[config.mk]
export PLATFORM = sky130hd
export DESIGN_NAME = stopwatch_lap_ctrl
export DESIGN_NICKNAME = d
export VERILOG_FILES = /design/src/rtl/stopwatch_lap_ctrl.sv
export SDC_FILE = /design/constraint.sdc
export NUM_CORES = 1
export LEC_CHECK = 0
export ABC_AREA = 1
export CAP_MARGIN = 20
export CORE_UTILIZATION = 63
export DETAILED_ROUTE_END_ITERATION = 8
export GPL_TIMING_DRIVEN = 0
export PLACE_DENSITY = 0.85
export RECOVER_POWER = 100
export SLEW_MARGIN = 40
export SYNTH_ARGS = -nofsm -noshare
export SYNTH_HDL_FRONTEND = slang
export SYNTH_SLANG_ARGS = --single-unit
[constraint.sdc]
create_clock -name CLOCK_50_div -period 4.1 [get_ports CLOCK_50_div]
set_clock_uncertainty 0.05 [all_clocks]
set_input_delay 0.41 -clock CLOCK_50_div [delete_from_list [all_inputs] [get_ports CLOCK_50_div]]
set_output_delay 0.41 -clock CLOCK_50_div [all_outputs]
set_load 0.03 [all_outputs]
[src/rtl/stopwatch_lap_ctrl.sv]
// Start/stop/clear/lap control for the stopwatch counter chain, with lap storage
// and selection of what the BCD display stage shows (live, frozen split, or a stored lap).
module stopwatch_lap_ctrl #(
    parameter int W          = 8,
    parameter int DEPTH      = 4,
    parameter int HOLD_TICKS = 200
) (
    input  logic         CLOCK_50_div,
    input  logic         debouncer_rst,
    input  logic         start_stop,
    input  logic         lap,
    input  logic         clear,
    input  logic [W-1:0] count_min,
    input  logic [W-1:0] count_sec,
    input  logic [W-1:0] count_msec,
    output logic         run,
    output logic         clr,
    output logic [W-1:0] disp_min,
    output logic [W-1:0] disp_sec,
    output logic [W-1:0] disp_msec,
    output logic [2:0]   lap_count,
    output logic         lap_full,
    output logic [1:0]   state
);

    localparam int PW = $clog2(DEPTH);
    localparam int HW = $clog2(HOLD_TICKS + 1);

    localparam logic [1:0] IDLE   = 2'd0;
    localparam logic [1:0] RUN    = 2'd1;
    localparam logic [1:0] STOP   = 2'd2;
    localparam logic [1:0] REVIEW = 2'd3;

    logic [1:0]     state_q, state_d;
    logic [2:0]     lapCount_q, lapCount_d;
    logic [PW-1:0]  rdPtr_q, rdPtr_d;
    logic [HW-1:0]  hold_q, hold_d;
    logic           clr_q, clr_d;
    logic           lapFull_q;
    logic [2:0]     prev_q;
    logic [3*W-1:0] dispWord_q, dispWord_d;
    logic [3*W-1:0] lapMem_q [0:(1<<PW)-1];

    logic [2:0]     buttons;
    logic [2:0]     edges;
    logic           clearEdge, startEdge, lapEdge;
    logic           capture;
    logic [3*W-1:0] liveWord;
    logic [PW-1:0]  lastIdx;

    assign buttons   = {clear, start_stop, lap};
    assign edges     = buttons & ~prev_q;
    assign clearEdge = edges[2];
    assign startEdge = edges[1];
    assign lapEdge   = edges[0];
    assign liveWord  = {count_min, count_sec, count_msec};
    assign lastIdx   = PW'(lapCount_q - 3'd1);

    // Next-state logic; the if/else order inside each state gives clear > start > lap.
    always_comb begin
        state_d    = state_q;
        lapCount_d = lapCount_q;
        rdPtr_d    = rdPtr_q;
        clr_d      = 1'b0;
        capture    = 1'b0;
        hold_d     = (hold_q != '0) ? hold_q - HW'(1) : '0;
        case (state_q)
            IDLE: begin
                if (startEdge) state_d = RUN;
            end
            RUN: begin
                if (startEdge) begin
                    state_d = STOP;
                end else if (lapEdge && (lapCount_q < 3'(DEPTH))) begin
                    capture    = 1'b1;
                    lapCount_d = lapCount_q + 3'd1;
                    hold_d     = HW'(HOLD_TICKS);
                end
            end
            STOP: begin
                if (clearEdge) begin
                    clr_d      = 1'b1;
                    lapCount_d = '0;
                    hold_d     = '0;
                    state_d    = IDLE;
                end else if (startEdge) begin
                    state_d = RUN;
                end else if (lapEdge && (lapCount_q != '0)) begin
                    rdPtr_d = '0;
                    state_d = REVIEW;
                end
            end
            default: begin
                if (clearEdge) begin
                    clr_d      = 1'b1;
                    lapCount_d = '0;
                    hold_d     = '0;
                    state_d    = IDLE;
                end else if (startEdge) begin
                    state_d = STOP;
                end else if (lapEdge) begin
                    if (3'(rdPtr_q) == lapCount_q - 3'd1) state_d = STOP;
                    else rdPtr_d = rdPtr_q + PW'(1);
                end
            end
        endcase
    end

    // Display source follows the next state so the view changes together with the action.
    always_comb begin
        dispWord_d = liveWord;
        if (state_d == REVIEW) begin
            dispWord_d = lapMem_q[rdPtr_d];
        end else if (hold_d != '0) begin
            dispWord_d = capture ? liveWord : lapMem_q[lastIdx];
        end
    end

    // Button history resets high: a button held through reset must be released before it counts.
    always_ff @(posedge CLOCK_50_div or posedge debouncer_rst) begin
        if (debouncer_rst) begin
            state_q    <= IDLE;
            lapCount_q <= '0;
            rdPtr_q    <= '0;
            hold_q     <= '0;
            clr_q      <= 1'b0;
            lapFull_q  <= 1'b0;
            prev_q     <= '1;
            dispWord_q <= '0;
        end else begin
            state_q    <= state_d;
            lapCount_q <= lapCount_d;
            rdPtr_q    <= rdPtr_d;
            hold_q     <= hold_d;
            clr_q      <= clr_d;
            lapFull_q  <= (lapCount_d == 3'(DEPTH));
            prev_q     <= buttons;
            dispWord_q <= dispWord_d;
        end
    end

    always_ff @(posedge CLOCK_50_div) begin
        if (capture) lapMem_q[lapCount_q[PW-1:0]] <= liveWord;
    end

    assign run       = (state_q == RUN);
    assign clr       = clr_q;
    assign state     = state_q;
    assign lap_count = lapCount_q;
    assign lap_full  = lapFull_q;
    assign disp_min  = dispWord_q[3*W-1:2*W];
    assign disp_sec  = dispWord_q[2*W-1:W];
    assign disp_msec = dispWord_q[W-1:0];

endmodule

==> impl_metrics.toml, run 1 <==
[global_route]
grt_pass1_wl_um = 33000
grt_pass1_vias = 6714
grt_max_degree = 37
overflow = 0
track_usage_pct = 38.9
antenna_found_initial = 0

[synth]
synthDistinctLibCells = 30
synth_cells = 811
synth_ff_type = "edfxtp_1"
ys_seq_elements = 140
synth_warnings = 0
netlist_area_um2 = 7120
yosysTopAreaCell = "edfxtp_1"
ys_seq_area_share_pct = 56.0
syn_nets = 847
synth_area_leaders = "edfxtp_1 41%, dfrtp_1 14%, nand2_1 13%"
avgSynthCellArea_um2 = 8.78
netlist.area_leader.share_pct = 40.5
synth-edff-count = 96
synthArstFlopShare_pct = 31.4

[clock_network]
clock_sinks = 140
cts_tree = "yes"
post-cts-setup-buffer-count = 0
path_clk_slew_ns = 0.06
root_buffer = "clkbuf_16"
cts_made_buffers = 17
clk_latency_ns = 0.43
h-tree-depth = 4
cts_hold_buf = 0
clockBufferDepth = 2
post_cts_resized = 0

[power_and_ir_drop]
cellPowerDensity_nw_per_um2 = 821
ir_drop_uv = 536
seqPwrFrac_pct = 26.8
p_sw_mw = 3.28
power.leakage_nw = 3.64
pwr-share-clk_pct = 19.8
p_int_mw = 3.66
p_total_mw = 6.94
p_sw_share_pct = 47.3
combPwrFrac_pct = 53.5

[cells_and_area]
utilization_pct = 77.4
diodes = 0
layout_commonest_cell = "nand2_1"
drive_gt1_share_pct = 9.03
fillers = 735
stdcell_count = 1048
layout.nets = 931
area_growth_pct = 18.9
final_cell_mix = "250 x nand2_1, 152 x nand3_1, 96 x edfxtp_1, 70 x nor2_1, 60 x dlygate4sd3_1"

[sta]
setup_viol = 0
fin_setup_tns_ns = 0
rsz0062_at_grt = "false"
tightest_slew_ns = 2.07
drv_slew = 37
fin_crit_sh_pct = 91.6
fin_ws_ns = 0.343
fin_crit_ns = 3.76
hold_violations = 0
fmax_mhz = 266
slew_headroom_pct = -38.1

[die]
die_h_um = 108
initial_utilization_pct = 65.1
core_um2 = 10900
dieArea_um2 = 11700
die_x_um = 108
num_io_pins = 61
floorplan.rows = 38

[route]
vias_per_cell = 6.42
finalWirelength_um = 21300
drt.antenna.violating_nets = 0
drcViolationCount = 1
wl_per_cell_um = 20.4
num_vias = 6727
drtIter0Drc = 1141
drt_first_pass_iters = 9

[placed_design]
numPortBuffers = 60
dp_hpwl_um = 13400
place_ws_ns = 0.723
place_inst = 1016
gp_congestion = 0.893

[worst_hold_path]
worstHoldPathType = "input pin to asynchronous set/reset pin"

[setup_path]
crit_type = "register to register"
end_kind = "register"
cp_cell_sequence = "clkbuf_1, inv_1, clkbuf_1, ha_1, xor2_1, nand3_1, o21ai_0, nand3_1, nand2_1, nor2_1, inv_2, buf_2, nand2_1, nand2_1"
slowest_stage = "clkbuf_1"
cpMostUsedCell = "nand2_1"
arrival_ns = 4.02
slowest_delay_ns = 0.54
crit_start = "lap_count[0]"
r2r_start = "lap_count[0]"
critPathMaxFanout = 11
critPathRequiredTime_ns = 4.36
start_kind = "register"

[outcome]
status = "finished with violations"
violations = "DRC, capacitance limit, slew limit"

[flow_run]
cap_violations = 1
## layout make-up
class,instances,area [um2],share of cell area [%]
Buffer,49,256,3.03
Clock buffer,19,433,5.12
Clock inverter,13,96.3,1.14
Inverter,35,133,1.57
Multi-Input combinational cell,587,2710,32.1
Sequential cell,140,3990,47.1
Tap cell,140,175,2.07
Timing Repair Buffer,65,667,7.88
## per-stage QoR
stage                     instance area, um2  hold WS, ns
after floorplan                         7120        0.364
after global placement                  7890        0.516
after detailed placement                8060        0.524
after CTS                               8580        0.171
after global routing                    8460        0.392
final                                   8460        0.346
## cells by family (layout without fill, tap and decap cells)
logic type	count (synthesis)	in the layout	share of synthesized area (%)
buffers and inverters	84	181	5.52
xor gates and xnor gates	5	5	0.615
and+or+nand+nor	494	494	30.4
adders and majority gates	7	7	1.23
DFF	140	140	56.0
AOI/OAI and AO/OA	81	81	6.21
## power by group through the flow
stage	sequential, mW	combinational (mW)	clock, mW
2_1_floorplan	2.16	2.17	0
3_3_place_gp	1.88	3.43	0
3_5_place_dp	1.89	3.60	0
4_1_cts	1.86	3.66	1.37
5_1_grt	1.88	3.97	1.44
6_report	1.86	3.71	1.37
## flip-flops by register name, indices dropped and copies added (netlist names)
name	cells
clr	1
dispWord_q	24
hold_q	8
state	2
lap_count	3
rdPtr_q	2
lapMem_q	96
lap_full	1
prev_q	3
## per-layer routing
| layer | global-route usage, % | wire (um) | up-vias |
|---|---|---|---|
| met2 | 60.1 | 9950 | 630 |
| met5 | 0 | 0 | - |
| met1 | 47.7 | 7320 | 3048 |
| met4 | 23.6 | 965 | 0 |
| met3 | 12.5 | 3100 | 135 |
| li1 | - | - | 2914 |
## worst max-delay path: cells and delay by family (launching register included)
family | cells | cell delay, ns
flops | 1 | 0.44
simple gates | 6 | 1.03
compound gates | 1 | 0.12
fa+ha+maj | 1 | 0.46
buf+inv | 5 | 1.34
xor+xnor | 1 | 0.19
## cells in the mapped netlist (4+ instances only)
| cell | n |
|---|---|
| buf_2 | 17 |
| buf_4 | 9 |
| clkbuf_1 | 20 |
| dfrtp_1 | 41 |
| edfxtp_1 | 96 |
| ha_1 | 7 |
| inv_1 | 29 |
| inv_2 | 6 |
| nand2_1 | 248 |
| nand2_2 | 7 |
| nand3_1 | 152 |
| nand4_1 | 4 |
| nor2_1 | 67 |
| nor2_4 | 4 |
| o21ai_0 | 52 |
| o22ai_1 | 24 |
| xor2_1 | 4 |
## final timing paths
path                            cells after the start  slack, ns             end
worst min-delay path                                2       0.35   dispWord_q[8]
worst max-delay path                               14       0.34  dispWord_q[14]
min in group CLOCK_50_div                           1       0.49       prev_q[0]
worst max register to register                     14       0.34  dispWord_q[14]
max in group asynchronous                           3       1.39        lap_full
worst min register to register                      4       0.54  dispWord_q[10]
No activity file was read; power rests on OpenSTA's default activity.
==> inputs of run 2 (changes only) <==
--- a/config.mk
+++ b/config.mk
@@ -5,12 +5,13 @@
 export SDC_FILE = /design/constraint.sdc
 export NUM_CORES = 1
 export LEC_CHECK = 0
-export ABC_AREA = 1
 export CAP_MARGIN = 20
-export CORE_UTILIZATION = 63
+export CELL_PAD_IN_SITES_DETAIL_PLACEMENT = 1
+export CELL_PAD_IN_SITES_GLOBAL_PLACEMENT = 2
+export CORE_UTILIZATION = 45
 export DETAILED_ROUTE_END_ITERATION = 8
 export GPL_TIMING_DRIVEN = 0
-export PLACE_DENSITY = 0.85
+export PLACE_DENSITY = 0.84
 export RECOVER_POWER = 100
 export SLEW_MARGIN = 40
 export SYNTH_ARGS = -nofsm -noshare
==> constraint.sdc (replaced) <==
create_clock -name CLOCK_50_div -period 4.1 [get_ports CLOCK_50_div]
set_clock_uncertainty 0.05 [all_clocks]
set_input_delay 0.615 -clock CLOCK_50_div [delete_from_list [all_inputs] [get_ports CLOCK_50_div]]
set_output_delay 0.615 -clock CLOCK_50_div [all_outputs]
set_load 0.03 [all_outputs]
==> impl_metrics.toml, run 2 <==
[outcome]
status = "finished with violations"
violations = "capacitance limit, slew limit"

[synth]
synth_warnings = 0
yosysTopAreaCell = "edfxtp_1"
synth_area_leaders = "edfxtp_1 45%, dfrtp_1 16%, mux4_2 8.4%"
synth_cells = 411
synth_most_common_cell = "edfxtp_1"
netlist.area_leader.share_pct = 44.7
synth-edff-count = 96
avgSynthCellArea_um2 = 15.7
synthArstFlopShare_pct = 31.4
netlist_area_um2 = 6440
synthDistinctLibCells = 57
ys_seq_elements = 140
ys_top_cells_by_count = "96 x edfxtp_1, 41 x dfrtp_1, 35 x nand2_1, 24 x mux2i_1, 24 x mux4_2"
synth_ff_type = "edfxtp_1"
ys_seq_area_share_pct = 61.9
syn_nets = 447

[die]
core_um2 = 13900
die_h_um = 122
dieArea_um2 = 14800
initial_utilization_pct = 46.2
num_io_pins = 61
die_x_um = 122
floorplan.rows = 43

[setup_path]
critPathMaxFanout = 19
start_kind = "register"
slowest_delay_ns = 0.54
cp.buffers_inverters = 5
slowest_stage = "clkbuf_1"
critical_path.top_delay_family = "buffers and inverters"
arrival_ns = 4.01
crit_type = "register to register"
end_kind = "register"
critPathRequiredTime_ns = 4.32
cp_cell_sequence = "buf_4, inv_1, ha_1, buf_2, xor2_1, and3_2, and2b_1, a211o_1, buf_2, clkbuf_1, a22oi_1"
cpMostUsedCell = "buf_2"

[placed_design]
gp_congestion = 0.722
numPortBuffers = 60
place_ws_ns = -0.137
dp_hpwl_um = 10200
dpl_cell_area_um2 = 7350
place_inst = 654

[sta]
hold_ws_ns = 0.476
fmax_mhz = 264
setup_viol = 0
drv_slew = 40
fin_crit_sh_pct = 92.4
rsz0062_at_grt = "false"
fin_ws_ns = 0.310
fin_crit_ns = 3.79
fin_setup_tns_ns = 0
slew_headroom_pct = -57.4
tightest_slew_ns = 2.36
hold_violations = 0

[global_route]
use_met3_pct = 5.29
grt_max_degree = 40
grtUsageMet1_pct = 28.2
overflow = 0
use_met2_pct = 39.6
antenna_found_initial = 0
grt_pass1_wl_um = 24600
top_usage_layer = "met2"
grt_pass1_vias = 4404
track_usage_pct = 23.1

[cells_and_area]
final_cell_mix = "96 x edfxtp_1, 60 x dlygate4sd3_1, 41 x dfrtp_1, 35 x nand2_1"
stdcell_count = 685
layout_commonest_cell = "edfxtp_1"
layout.nets = 528
drive_gt1_share_pct = 22.0
final-seq-area_um2 = 3990
diodes = 0
multiInputGateArea_um2 = 2230
area_growth_pct = 21.7
largest_reg_flops = 96
final_area_um2 = 7840
utilization_pct = 56.2
fillers = 1303

[route]
vias_per_cell = 5.91
num_vias = 4051
finalWirelength_um = 15700
drtIter0Drc = 183
drcViolationCount = 0
wl_per_cell_um = 23.0
drt.antenna.violating_nets = 0
drt_first_pass_iters = 4

[power_and_ir_drop]
pwr-share-clk_pct = 25.8
p_sw_share_pct = 36.7
cellPowerDensity_nw_per_um2 = 729
ir_drop_uv = 356
power.leakage_nw = 2.96
p_sw_mw = 2.10
combPwrFrac_pct = 41.1
p_total_mw = 5.71
seqPwrFrac_pct = 33.1
p_int_mw = 3.61

[flow_run]
cap_violations = 1

[clock_network]
post-cts-setup-buffer-count = 0
clk_latency_ns = 0.43
clock_sinks = 140
cts_tree = "yes"
cts_made_buffers = 17
cts_hold_buf = 0
root_buffer = "clkbuf_16"
clockBufferDepth = 2
h-tree-depth = 4
post_cts_resized = 0
path_clk_slew_ns = 0.06

[worst_hold_path]
worstHoldPathType = "register to register"
[run 2: cell types whose count changed after synthesis, moves of 13 or more]
cell | previous run | this run
mux2_2 | 0 | 20
nor2_1 | 67 | 13
clkbuf_1 | 20 | 7
a22oi_1 | 0 | 23
a221oi_1 | 0 | 23
o21ai_0 | 52 | 7
mux2i_1 | 0 | 24
nand3_1 | 152 | 1
o22ai_1 | 24 | 0
mux4_2 | 0 | 24
inv_1 | 29 | 9
nand2_1 | 248 | 35
[run 2: kinds of logic after synthesis]
logic type	after synthesis	synth area share, %
AO/OA/AOI/OAI	71	9.65
XOR/XNOR	8	1.20
adder cells (fa/ha/maj)	7	1.36
buffers and inverters	35	3.20
flip-flops	140	61.9
multiplexers	72	16.3
AND/OR/NAND/NOR	78	6.37
[run 2: routing by layer]
layer	wire [um]	share of wire, %
met1	6640	42
met2	8170	52
met3	656	4.2
met4	263	1.7
met5	0	0
[run 2: path summary, 6_finish.rpt]
kind / startpoint / endpoint / slack, ns / cells after the start
max: lap_count[0] / dispWord_q[11] / 0.31 / 11
min: hold_q[0] / hold_q[0] / 0.48 / 1
max reg2reg: lap_count[0] / dispWord_q[11] / 0.31 / 11
min reg2reg: hold_q[0] / hold_q[0] / 0.48 / 1
max in group asynchronous: debouncer_rst / dispWord_q[4] / 0.96 / 3
min in group asynchronous: debouncer_rst / dispWord_q[16] / 0.54 / 2
[run 2: layout make-up]
class	count	share of cell area (%)
timing repair buffer	63	8.13
buffer	24	2.01
clock inverter	9	1.10
tap	180	2.87
clock buffer	23	6.10
inverter	10	0.495
sequential	140	50.9
multi-input combinational	236	28.4
[run 2: power groups by stage]
stage          logic (mW)  clock network, mW  registers, mW
3_5_place_dp         2.43                  0           1.93
2_1_floorplan        1.34                  0           2.20
4_1_cts              2.44               1.50           1.90
5_1_grt              2.52               1.54           1.92
3_3_place_gp         2.35                  0           1.92
6_report             2.34               1.47           1.89
==> inputs of run 3 (changes only) <==
--- a/config.mk
+++ b/config.mk
@@ -9,6 +9,7 @@
 export CELL_PAD_IN_SITES_DETAIL_PLACEMENT = 1
 export CELL_PAD_IN_SITES_GLOBAL_PLACEMENT = 2
 export CORE_UTILIZATION = 45
+export CTS_CLUSTER_SIZE = 25
 export DETAILED_ROUTE_END_ITERATION = 8
 export GPL_TIMING_DRIVEN = 0
 export PLACE_DENSITY = 0.84
==> results of run 3 <==
Same layout as run 2: the final DEF is identical, and so are final timing and power.
